<file path="src/rtl/cpu_sequencer.sv">
// Multi-cycle instruction sequencer: FETCH/DECODE/EXECUTE/WRITEBACK with a fetch
// timeout that parks the core in HALT with a sticky fault flag.
module cpu_sequencer #(
  parameter int unsigned TIMEOUT = 15
) (
  input  logic        clk,
  input  logic        reset,
  input  logic        start,
  input  logic        mem_ready,
  input  logic [31:0] instr,
  input  logic [31:0] alu_result,
  input  logic        alu_neg,
  input  logic        alu_zero,
  output logic        mem_read,
  output logic        pc_en,
  output logic [31:0] ir,
  output logic [3:0]  alu_op,
  output logic [31:0] res_q,
  output logic [1:0]  flags_q,
  output logic        res_valid,
  output logic        halted,
  output logic        fault,
  output logic [15:0] instr_count,
  output logic [2:0]  dbg_state
);

  typedef enum logic [2:0] {
    S_IDLE      = 3'd0,
    S_FETCH     = 3'd1,
    S_DECODE    = 3'd2,
    S_EXECUTE   = 3'd3,
    S_WRITEBACK = 3'd4,
    S_HALT      = 3'd5
  } state_e;

  localparam logic [7:0] WAIT_LAST = 8'(TIMEOUT - 1);

  state_e      state_q;
  logic [7:0]  wait_q;
  logic [31:0] ir_q;
  logic [3:0]  alu_op_q;
  logic [31:0] result_q;
  logic [1:0]  flag_q;
  logic [15:0] count_q;
  logic        fault_q;

  always_ff @(posedge clk) begin
    if (!reset) begin
      state_q  <= S_IDLE;
      wait_q   <= 8'd0;
      ir_q     <= 32'd0;
      alu_op_q <= 4'd0;
      result_q <= 32'd0;
      flag_q   <= 2'd0;
      count_q  <= 16'd0;
      fault_q  <= 1'b0;
    end else begin
      case (state_q)
        S_IDLE: begin
          if (start) state_q <= S_FETCH;
        end
        S_FETCH: begin
          if (mem_ready) begin
            ir_q    <= instr;
            wait_q  <= 8'd0;
            state_q <= S_DECODE;
          end else if (wait_q == WAIT_LAST) begin
            // The cycle that would reach TIMEOUT waits is the last one spent in FETCH.
            wait_q  <= 8'd0;
            fault_q <= 1'b1;
            state_q <= S_HALT;
          end else begin
            wait_q <= wait_q + 8'd1;
          end
        end
        S_DECODE: begin
          alu_op_q <= ir_q[31:28];
          if (ir_q[31:28] == 4'hF) state_q <= S_HALT;
          else                     state_q <= S_EXECUTE;
        end
        S_EXECUTE: begin
          state_q <= S_WRITEBACK;
        end
        S_WRITEBACK: begin
          result_q <= alu_result;
          flag_q   <= {alu_neg, alu_zero};
          if (count_q != 16'hFFFF) count_q <= count_q + 16'd1;
          state_q  <= S_FETCH;
        end
        S_HALT: begin
          if (start) begin
            fault_q <= 1'b0;
            state_q <= S_FETCH;
          end
        end
        default: state_q <= S_IDLE;
      endcase
    end
  end

  assign mem_read    = (state_q == S_FETCH);
  assign pc_en       = (state_q == S_WRITEBACK);
  assign res_valid   = (state_q == S_WRITEBACK);
  assign halted      = (state_q == S_HALT);
  assign ir          = ir_q;
  assign alu_op      = alu_op_q;
  assign res_q       = result_q;
  assign flags_q     = flag_q;
  assign fault       = fault_q;
  assign instr_count = count_q;
  assign dbg_state   = state_q;

endmodule

</file>
<file path="config.mk">
export PLATFORM = sky130hd
export DESIGN_NAME = cpu_sequencer
export DESIGN_NICKNAME = d
export VERILOG_FILES = /design/src/rtl/cpu_sequencer.sv
export SDC_FILE = /design/constraint.sdc
export NUM_CORES = 1
export LEC_CHECK = 0
export ABC_AREA = 1
export CORE_MARGIN = 4
export CORE_UTILIZATION = 40
export CTS_BUF_LIST = sky130_fd_sc_hd__clkbuf_2
export DETAILED_ROUTE_END_ITERATION = 16
export GPL_TIMING_DRIVEN = 0
export PLACE_DENSITY = 0.74
export SYNTH_ARGS = -nofsm -noshare
export SYNTH_HDL_FRONTEND = slang
export SYNTH_SLANG_ARGS = --single-unit
</file>
<file path="constraint.sdc">
create_clock -name clk -period 2 [get_ports clk]
set_input_delay 0.6 -clock clk [delete_from_list [all_inputs] [get_ports clk]]
set_output_delay 0.6 -clock clk [all_outputs]
set_load 0.02 [all_outputs]
</file>
==> impl_metrics.json <==
{
  "cap_violations": 0,
  "ys_seq_area_share_pct": 48.1,
  "rsz0062_at_grt": "true",
  "dieHeight_um": 109,
  "drt_wl_total_um": 12000,
  "finalCritPeriodShare_pct": 104,
  "timing.critical_path.mode_cell": "buf_6",
  "core_um2": 9860,
  "cts.sink_count": 98,
  "total_leakage_power_nw": 2.71,
  "final_cell_mix": "nor2_1, dfxtp_1, o21ai_0, nand2_1, clkdlybuf4s50_1",
  "slowest_delay_ns": 0.39,
  "cts-root-buf": "clkbuf_2",
  "p_int_mw": 3.22,
  "final_common_cell": "nor2_1",
  "p_sw_mw": 1.77,
  "synth_flop_cell": "dfxtp_1",
  "start_util_pct": 41.3,
  "ctsHtreeMaxLevel": 3,
  "synth_seq_cells": 98,
  "grt_pass1_vias": 4015,
  "syn_nets": 626,
  "gp_congestion": 0.843,
  "port_buffers": 162,
  "die_area_um2": 11900,
  "route.detailed.drc": 0,
  "ir_worst_vdd_uv": 464,
  "syn2layout_area_growth_pct": 52.2,
  "period_minus_slack_ns": 2.07,
  "yosysWarnings": 0,
  "worst-endpoint-required_ns": 1.40,
  "dr.pass1.iters": 4,
  "worstSetupStartpointType": "flip-flop",
  "worstPathMaxFanout": 4,
  "r2r_end": "wait_q[1]",
  "cts_hold_buf": 0,
  "critical_path.cell_chain": "buf_6, buf_4, nor2_4, buf_6",
  "nets": 819,
  "whs_ns": 0.503,
  "dpl.cell_count": 848,
  "clkTransAtPathRegs_ns": 0.30,
  "skew_ns": 0.0439,
  "max_freq_mhz": 483,
  "drive_above_1_share_pct": 16.4,
  "synth_cell_types": 31,
  "crit_slowest_cell": "dfxtp_2",
  "antennaDiodeCount": 0,
  "antenna_found_initial": 0,
  "drt_iter0_drc": 247,
  "grt-ovfl-total": 0,
  "violations": "negative setup slack",
  "syn_avg_cell_area_um2": 7.37,
  "switching_share_pct": 35.5,
  "vias_per_cell": 4.82,
  "pin_count": 164,
  "endpoint": "mem_read",
  "grt_pass1_wl_um": 18800,
  "dp_hpwl_um": 8810,
  "worst_pin_slew_ns": 0.745,
  "power_density_nw_per_um2": 805,
  "grt_max_degree": 19,
  "r2r_setup_slack_ns": 0.05,
  "pwr-share-seq_pct": 46.1,
  "netlist_instances": 553,
  "status": "finished, violations left",
  "hold_viol_final": 0,
  "setup_viol": 3,
  "slew_violations": 0,
  "clk-insertion-delay-late_ns": 0.56,
  "die_w_um": 109,
  "finalWorstSetupSlack_ns": -0.0710,
  "reg2regPathDepth": 14,
  "rows": 36,
  "r2r-start": "dbg_state[2]",
  "cts_tree": "done",
  "hold_path_class": "flip-flop to flip-flop",
  "slew_headroom_pct": 50.3,
  "fin_setup_tns_ns": -0.143,
  "comb_power_share_pct": 33.2,
  "final_cells": 884,
  "pwr-share-clk_pct": 20.7,
  "syn_area_um2": 4080,
  "startpoint": "dbg_state[2]",
  "vias": 4258,
  "synth_edf_count": 0,
  "critical_path_class": "flip-flop to output port",
  "cp.arrival_ns": 1.47,
  "clockBufferDepth": 2,
  "wire_per_inst_um": 13.6,
  "end_kind": "output port",
  "detail-route-antenna-nets": 0,
  "synth-async-reset-ratio_pct": 0,
  "track_usage_pct": 19.9,
  "numCtsBuffers": 9
}
-- logic make-up after synthesis --
| kind of cell | share of synthesized area, % |
|---|---|
| xor gates and xnor gates | 1.50 |
| DFF | 48.1 |
| adders and majority gates | 0.921 |
| AOI/OAI and AO/OA | 14.4 |
| and+or+nand+nor | 29.4 |
| buffers and inverters | 5.65 |
-- what timing repair did --
action / in CTS / in global routing
gates resized for setup: 158 / 65
setup buffers: 15 / 8
setup endpoints to repair: 94 / 46
pin swaps: 4 / 5
cloned: 1 / 0
-- worst min path at each step --
stage	cells past startpoint	start	endpoint
finish	2	res_q[30]	res_q[30]
global route	3	reset	wait_q[1]
CTS	3	reset	wait_q[1]
detailed placement	2	res_q[0]	res_q[0]
global placement	2	flags_q[1]	flags_q[1]
floorplan	2	wait_q[3]	wait_q[3]
-- critical path: cells and delay by family (launching register included) --
| kind | cells | cell delay, ns |
|---|---|---|
| flip-flops | 1 | 0.39 |
| buffers and inverters | 3 | 0.39 |
| AND/OR/NAND/NOR | 1 | 0.13 |
-- cells in the mapped netlist, types with 6 or more instances --
cell / count / area, um2
buf_2: 9 / 45.0
nand3_1: 17 / 85.1
nor2_1: 168 / 631
a21oi_1: 13 / 65.1
a21oi_2: 11 / 96.3
inv_1: 18 / 67.6
nand2_1: 72 / 270
dfxtp_1: 98 / 1960
nand2_2: 6 / 37.5
o21ai_0: 76 / 380
nand4_1: 10 / 62.6
o21ai_1: 6 / 30.0
clkbuf_1: 11 / 41.3
-- state kept, by name, summed over array words and instances (netlist names) --
| name | cells |
|---|---|
| ir | 32 |
| res_q | 32 |
| instr_count | 16 |
| wait_q | 8 |
| alu_op | 4 |
| dbg_state | 3 |
| flags_q | 2 |
| fault | 1 |
-- routing by layer --
layer	share of wire [%]	wire length, um	up-vias	GRT usage [%]
met3	9.6	1160	12	7.46
met4	1.1	129	0	5.95
met2	49	5860	144	34.3
met5	0	0	-	0
met1	41	4890	1931	23.0
li1	-	-	2171	-
-- through the flow --
stage / util, % / worst slack [ns] / instance area, um2 / power (mW)
finish: 62.9 / -0.0710 / 6210 / 5.00
global route: 62.9 / -0.167 / 6210 / 5.30
CTS: 62.0 / -0.194 / 6120 / 4.95
detailed placement: 59.5 / -0.494 / 5870 / 3.88
global placement: 59.5 / -0.491 / 5870 / 3.84
floorplan: - / 0.0494 / 4080 / 3.14
-- area by class of cell --
class	count	area, um2
Buffer	25	138
Clock buffer	9	45.0
Clock inverter	7	82.6
Fill cell	907	3660
Inverter	24	113
Multi-Input combinational cell	404	1940
Sequential cell	98	2000
Tap cell	133	166
Timing Repair Buffer	184	1720
-- power by group through the flow --
stage               registers [mW]  logic (mW)  clock network, mW
finish                        2.30        1.66               1.03
global route                  2.34        1.81               1.15
CTS                           2.30        1.57               1.07
detailed placement            2.34        1.53                  0
global placement              2.33        1.51                  0
floorplan                     2.59       0.551                  0
Note: power is estimated with default switching activity, not from simulation.
